File: src/rtl/spi_flash_arbiter.sv
// -----------------------------------------------------------------------------
// spi_flash_arbiter
//
// Purpose:
//   Shares one flash word reader between two read requesters: requester 0
//   (instruction fetch) and requester 1 (data load). Ties are broken
//   round-robin. One access is in flight at a time. Each access finishes with a
//   one-cycle ready pulse to the requester that was granted.
//
// Optional feature (macro SPI_FLASH_ARB_CACHE_EN):
//   Keeps a one-entry last-read buffer (tag, word, valid). A grant whose address
//   matches the buffered tag is answered without a flash access. The flash is
//   read-only, so only rst clears the buffer's valid bit.
//
// Ports:
//   clk                    system clock; all state changes on its rising edge
//   rst                    asynchronous, active-high reset
//   m0_valid/m0_addr       requester 0 read request and word address
//   m0_ready/m0_data       requester 0 completion pulse and read word
//   m1_valid/m1_addr       requester 1 read request and word address
//   m1_ready/m1_data       requester 1 completion pulse and read word
//   fl_valid/fl_addr       request and word address to the flash reader
//   fl_ready/fl_data       completion pulse and word from the flash reader
// -----------------------------------------------------------------------------
module spi_flash_arbiter #(
   parameter int ADDR_W = 22,
   parameter int DATA_W = 32
) (
   input  logic              clk,
   input  logic              rst,
   input  logic              m0_valid,
   input  logic [ADDR_W-1:0] m0_addr,
   output logic              m0_ready,
   output logic [DATA_W-1:0] m0_data,
   input  logic              m1_valid,
   input  logic [ADDR_W-1:0] m1_addr,
   output logic              m1_ready,
   output logic [DATA_W-1:0] m1_data,
   output logic              fl_valid,
   output logic [ADDR_W-1:0] fl_addr,
   input  logic              fl_ready,
   input  logic [DATA_W-1:0] fl_data
);

   typedef enum logic [1:0] {IDLE, BUSY, DONE} state_t;

   state_t            state_reg, state_next;
   logic              grant_reg, grant_next;   // 0 = requester 0, 1 = requester 1
   logic              last_reg,  last_next;    // requester served most recently
   logic [ADDR_W-1:0] addr_reg,  addr_next;
   logic [DATA_W-1:0] data_reg,  data_next;

   logic              grant_sel;
   logic [ADDR_W-1:0] addr_sel;

`ifdef SPI_FLASH_ARB_CACHE_EN
   logic [ADDR_W-1:0] tag_reg,    tag_next;
   logic [DATA_W-1:0] word_reg,   word_next;
   logic              cvalid_reg, cvalid_next;
   // A hit still spends one cycle in BUSY (with fl_valid suppressed) so that
   // the ready pulse lands two cycles after the request, the same place it
   // would for a flash access that completes at once.
   logic              hit_reg,    hit_next;
`endif

   // Round-robin: on a tie grant whoever was not served last; a lone
   // requester is always granted.
   assign grant_sel = (m0_valid && m1_valid) ? ~last_reg : m1_valid;
   assign addr_sel  = grant_sel ? m1_addr : m0_addr;

   always_ff @(posedge clk or posedge rst) begin
      if (rst) begin
         state_reg  <= IDLE;
         grant_reg  <= 1'b0;
         last_reg   <= 1'b1;    // requester 0 wins the first tie
         addr_reg   <= '0;
         data_reg   <= '0;
`ifdef SPI_FLASH_ARB_CACHE_EN
         tag_reg    <= '0;
         word_reg   <= '0;
         cvalid_reg <= 1'b0;
         hit_reg    <= 1'b0;
`endif
      end else begin
         state_reg  <= state_next;
         grant_reg  <= grant_next;
         last_reg   <= last_next;
         addr_reg   <= addr_next;
         data_reg   <= data_next;
`ifdef SPI_FLASH_ARB_CACHE_EN
         tag_reg    <= tag_next;
         word_reg   <= word_next;
         cvalid_reg <= cvalid_next;
         hit_reg    <= hit_next;
`endif
      end
   end

   always_comb begin
      state_next  = state_reg;
      grant_next  = grant_reg;
      last_next   = last_reg;
      addr_next   = addr_reg;
      data_next   = data_reg;
`ifdef SPI_FLASH_ARB_CACHE_EN
      tag_next    = tag_reg;
      word_next   = word_reg;
      cvalid_next = cvalid_reg;
      hit_next    = hit_reg;
`endif
      case (state_reg)
         IDLE: begin
            if (m0_valid || m1_valid) begin
               grant_next = grant_sel;
               addr_next  = addr_sel;
               state_next = BUSY;
`ifdef SPI_FLASH_ARB_CACHE_EN
               if (cvalid_reg && (tag_reg == addr_sel)) begin
                  hit_next  = 1'b1;
                  data_next = word_reg;
               end
`endif
            end
         end
         BUSY: begin
`ifdef SPI_FLASH_ARB_CACHE_EN
            if (hit_reg) begin
               state_next = DONE;
            end else if (fl_ready) begin
               data_next   = fl_data;
               tag_next    = addr_reg;
               word_next   = fl_data;
               cvalid_next = 1'b1;
               state_next  = DONE;
            end
`else
            if (fl_ready) begin
               data_next  = fl_data;
               state_next = DONE;
            end
`endif
         end
         DONE: begin
            last_next  = grant_reg;
            state_next = IDLE;
`ifdef SPI_FLASH_ARB_CACHE_EN
            hit_next   = 1'b0;
`endif
         end
         default: state_next = IDLE;
      endcase
   end

   // Decoded straight from the state register so that rst drops fl_valid
   // without waiting for a clock edge.
`ifdef SPI_FLASH_ARB_CACHE_EN
   assign fl_valid = (state_reg == BUSY) && !hit_reg;
`else
   assign fl_valid = (state_reg == BUSY);
`endif
   assign fl_addr  = addr_reg;
   assign m0_ready = (state_reg == DONE) && !grant_reg;
   assign m1_ready = (state_reg == DONE) &&  grant_reg;
   assign m0_data  = data_reg;
   assign m1_data  = data_reg;

endmodule

File: config.mk
export PLATFORM = sky130hd
export DESIGN_NAME = spi_flash_arbiter
export DESIGN_NICKNAME = d
export VERILOG_FILES = /design/src/rtl/spi_flash_arbiter.sv
export SDC_FILE = /design/constraint.sdc
export NUM_CORES = 1
export LEC_CHECK = 0
export ABC_AREA = 1
export BUFFER_PORTS_ARGS = -buffer_cell sky130_fd_sc_hd__buf_2
export CAP_MARGIN = 20
export CORE_ASPECT_RATIO = 0.7
export CORE_UTILIZATION = 39
export DETAILED_ROUTE_END_ITERATION = 8
export PLACE_DENSITY = 0.76
export SLEW_MARGIN = 20
export SYNTH_ARGS = -nofsm -noshare
export SYNTH_HDL_FRONTEND = slang
export SYNTH_SLANG_ARGS = --single-unit
File: constraint.sdc
create_clock -name clk -period 1.54 [get_ports clk]
set_input_delay 0.231 -clock clk [delete_from_list [all_inputs] [get_ports clk]]
set_output_delay 0.231 -clock clk [all_outputs]
set_load 0.02 [all_outputs]
### Word-level counts from Yosys, hierarchy flattened

Index checks and enable logic that the tools add are counted.

| word-level totals | value |
|---|---|
| bits in registers | 58 |
| word-level logic and storage cells | 24 |

| cells by class | value |
|---|---|
| reduce and logical (&&, ||, !) cells | 9 |
| equality and inequality tests | 4 |
| mux-type cells | 5 |
| bitwise logic cells | 1 |

Operators with widths:

| cell | count |
|---|---|
| $mux W22 | 1 |
| $reduce_and A2 Y1 | 3 |
| $mux W2 | 2 |
| $pmux W2 S2 | 1 |
| $logic_and A1 B1 Y1 | 3 |
| $eq A2 B1 Y1 const B | 1 |
| $eq A2 B2 Y1 const B | 1 |
| $logic_not A2 Y1 | 1 |
| $ne A2 B1 Y1 const B | 1 |
| $ne A2 B2 Y1 const B | 1 |
| $logic_not A1 Y1 | 1 |
| $logic_or A1 B1 Y1 | 1 |
| $mux W1 | 1 |
| $not A1 Y1 | 1 |

### Depth between registers and ports, before layout

| depth | value |
|---|---|
| depth after elaboration | 3 |
| depth in mapped cells | 7 |

### Worst setup path before layout

No wires, ideal clock.

| path | value |
|---|---|
| path kind | flip-flop to flip-flop |
| start point | register state_reg[1] |
| end point | register data_reg[0] (netlist: m0_data[0]) |
| data arrival time | 1171 ps |
| data required time | 1475 ps |
| path slack | 304 ps |
| clock period less this slack | 1236 ps |
| cell stages (with the launch flop) | 7 |
| setup time | 65 ps |
| cell sequence | dfrtp_1 > nor2_2 > nand2_1 > inv_2 > buf_4 > nand2_1 > nand2_1 |

| between the ends | value |
|---|---|
| longest elaborated chain between the ends | 2 |

Ends and longest elaborated chain:

| element | line | RTL |
|---|---|---|
| start: declaration | 47 | `state_t state_reg, state_next;` |
| start signal: assignment | 85 | `state_reg <= state_next;` |
| $eq A2 B1 Y1 | -- |  |
| named net fl_valid | 39 | `output logic fl_valid,` |
| $reduce_and A2 Y1 (no source line) | -- |  |
| end signal: assignment | 89 | `data_reg <= data_next;` |
| end: declaration | 51 | `logic [DATA_W-1:0] data_reg, data_next;` |

The timed path passes the listed nets, and every way through them passes these cells.
A chain may end at the register's enable or synchronous reset.

### Final worst setup path

| path | value |
|---|---|
| start point | register state_reg[0] |
| end point | output m1_ready |

| between the ends | value |
|---|---|
| longest elaborated chain between the ends | 2 |

Ends and longest elaborated chain:

| element | line | RTL |
|---|---|---|
| $eq A2 B2 Y1 | 163 | `assign m1_ready = (state_reg == DONE) && grant_reg;` |
| $logic_and A1 B1 Y1 | 163 |  |
| end: declaration | 37 | `output logic m1_ready,` |

Every way passes these cells.

==> results.sh <==
export IMPL_holdWs_ns=0.0821
export IMPL_dp_hpwl_mm=5.39
export IMPL_setup_viol=0
export IMPL_drive_gt1_share_pct=38.5
export IMPL_max_vdd_ir_drop_uv=960
export IMPL_finalCritPeriodShare_pct=89.3
export IMPL_grt_pass1_wl_mm=11.8
export IMPL_cts_buffers=9
export IMPL_vias=2819
export IMPL_yosysMostFrequentCell="nand2_1"
export IMPL_nets=603
export IMPL_grt_max_degree=33
export IMPL_status="finished, final reports clean"
export IMPL_antenna_cells=0
export IMPL_finalInstanceArea_sq_um=3850
export IMPL_ff2ff_path_depth=6
export IMPL_asyncSetResetFlopFracSynth_pct=100
export IMPL_yosysWarnings=0
export IMPL_worstSetupPathType="reg2out"
export IMPL_clkLatencyLatePin_ns=0.33
export IMPL_ys_top_cells_by_area="dfrtp_1 50%, nand2_1 22%, buf_4 9.7%"
export IMPL_synth_seq_area_share_pct=50.6
export IMPL_rr_endpoint="fl_addr[20]"
export IMPL_powerDensity_nw_per_um2=2210
export IMPL_finClkSkew_ns=0.00895
export IMPL_io_pins=170
export IMPL_tritoncts="done"
export IMPL_r2r_start="last_reg"
export IMPL_post_route_util_pct=55.4
export IMPL_min_period_ns=1.38
export IMPL_min_path_type="in2reg"
export IMPL_drtIter0Drc=136
export IMPL_synth_cell_types=15
export IMPL_synth_top_area_share_pct=49.7
export IMPL_p_leak_nw=2.44
export IMPL_r2r_slack_ns=0.33
export IMPL_timing_slew_headroom_pct=74.7
export IMPL_p_sw_share_pct=46.0
export IMPL_setup_ws_ns=0.165
export IMPL_grt_setup_unrepaired="no"
export IMPL_path_clk_slew_ns=0.06
export IMPL_ctsLongestPathBuffers=2
export IMPL_synth_net_count=459
export IMPL_placedInstanceArea_sq_um=3620
export IMPL_end_kind="primary output"
export IMPL_core_sq_um=6940
export IMPL_overflow=0
export IMPL_num_rows=25
export IMPL_synthTopCellsByCount="169 x nand2_1, 57 x dfrtp_1, 47 x inv_1, 44 x nand3_1, 37 x buf_4"
export IMPL_ctsResizeCount=0
export IMPL_firstDrtPassIters=4
export IMPL_critical_path_peak_fanout=4
export IMPL_netlist_area_sq_um=2870
export IMPL_root_buffer="clkbuf_8"
export IMPL_cap_violations=0
export IMPL_arrival_ns=1.14
export IMPL_fp_dieW_um=105
export IMPL_p_clk_share_pct=18.0
export IMPL_wire_per_inst_um=11.8
export IMPL_tightest_slew_ns=0.379
export IMPL_critPathLaunch="state_reg[0]"
export IMPL_max_freq_mhz=727
export IMPL_required_ns=1.31
export IMPL_crit_path_end="m1_ready"
export IMPL_gp_congestion=0.959
export IMPL_vias_per_cell=4.54
export IMPL_drc=0
export IMPL_place_ws_ns=0.343
export IMPL_io_buffers=169
export IMPL_start_kind="register"
export IMPL_grtUsageTotal_pct=19.6
export IMPL_synthCells=378
export IMPL_hold_violations=0
export IMPL_die_y_um=73.8
export IMPL_synth_avg_cell_area_sq_um=7.60
export IMPL_power_frac_comb_pct=49.4
export IMPL_seqPwrFrac_pct=32.5
export IMPL_synth_edff_count=0
export IMPL_wirelength_mm=7.32
export IMPL_setup_tns_ns=0
export IMPL_power_switching_w=0.00390
export IMPL_slew_viol_final=0
export IMPL_synth_seq_cells=58
export IMPL_synth_largest_area_cell="dfrtp_1"
export IMPL_dieArea_sq_um=7720
export IMPL_ys_flop_type="dfrtp_1"
export IMPL_area_growth_pct=34.0
export IMPL_power_internal_w=0.00459
export IMPL_antenna_found_initial=0
export IMPL_cts_max_level=3
export IMPL_drtAntennaViolNets=0
export IMPL_largest_reg_flops=32
export IMPL_clock_sinks=58
export IMPL_grt_pass1_vias=2640
export IMPL_initial_core_util_pct=41.4
==> power groups by stage <==
stage / clock (W) / sequential (W) / combinational (W)
CTS: 0.00158 / 0.00276 / 0.00423
global placement: 0 / 0.00276 / 0.00414
floorplan: 0 / 0.00359 / 0.00238
global route: 0.00165 / 0.00285 / 0.00458
finish: 0.00153 / 0.00277 / 0.00420
detailed placement: 0 / 0.00276 / 0.00422
==> through the flow <==
stage          std cells  total power (W)
3_3_place_gp         604          0.00689
6_report             621          0.00850
5_1_grt              621          0.00908
2_1_floorplan        378          0.00597
4_1_cts              621          0.00858
3_5_place_dp         604          0.00699
==> layout by cell type, fill, tap and decap left out <==
master | synthesis | routed
buf_12 | 0 | 2
buf_2 | 7 | 169
buf_4 | 37 | 9
bufinv_16 | 0 | 2
clkbuf_1 | 3 | 1
clkbuf_8 | 0 | 10
clkinv_2 | 0 | 2
clkinvlp_4 | 0 | 2
dfrtp_1 | 57 | 57
dfstp_2 | 1 | 1
dlygate4sd3_1 | 0 | 1
inv_1 | 47 | 46
inv_2 | 4 | 4
nand2_1 | 169 | 169
nand3_1 | 44 | 44
nor2_1 | 3 | 3
nor2_2 | 1 | 1
nor2_4 | 1 | 1
o21ai_0 | 2 | 2
o31ai_1 | 1 | 1
==> area by class of cell <==
type,count,area [sq um]
clock buffer,11,141
clock inverter,5,77.6
fill,680,3100
inverter,51,195
multi-input combinational,221,901
sequential,58,1450
tap,94,118
timing repair buffer,181,963
==> metal layers <==
metal | global-route usage (%) | vias up | wire length (um) | part of all wire [%]
met1 | 24.0 | 1279 | 3210 | 44
met2 | 33.2 | 147 | 3380 | 46
li1 | - | 1380 | - | -
met4 | 7.04 | 0 | 92 | 1.3
met5 | 0 | - | 0 | 0
met3 | 5.86 | 13 | 642 | 8.8
==> critical path, stage by stage (launching register included) <==
cell and delay (ns):
dfrtp_1 0.37, inv_2 0.08, nand2_1 0.09, nor2_1 0.11, buf_2 0.17
==> kinds of logic after synthesis <==
kind of cell | after synthesis | synth area share (%)
compound gates | 3 | 0.610
simple gates | 218 | 30.7
flops | 58 | 50.6
buf+inv | 99 | 18.1
==> worst min path at each step <==
stage | from | to | slack (ns) | cells after the start
finish | fl_ready | state_reg[0] | 0.08 | 2
floorplan | rst | fl_addr[0] | 0.32 | 1
global route | fl_ready | state_reg[0] | 0.08 | 2
CTS | fl_ready | state_reg[0] | 0.07 | 2
detailed placement | rst | fl_addr[18] | 0.22 | 2
global placement | rst | fl_addr[18] | 0.23 | 2
==> repair_timing <==
| item | in CTS | in global routing |
|---|---|---|
| buffers inserted | 0 | 0 |
| hold endpoints to repair | 10 | 0 |
| hold buffers | 1 | 0 |
No activity file was read; power rests on OpenSTA's default activity.
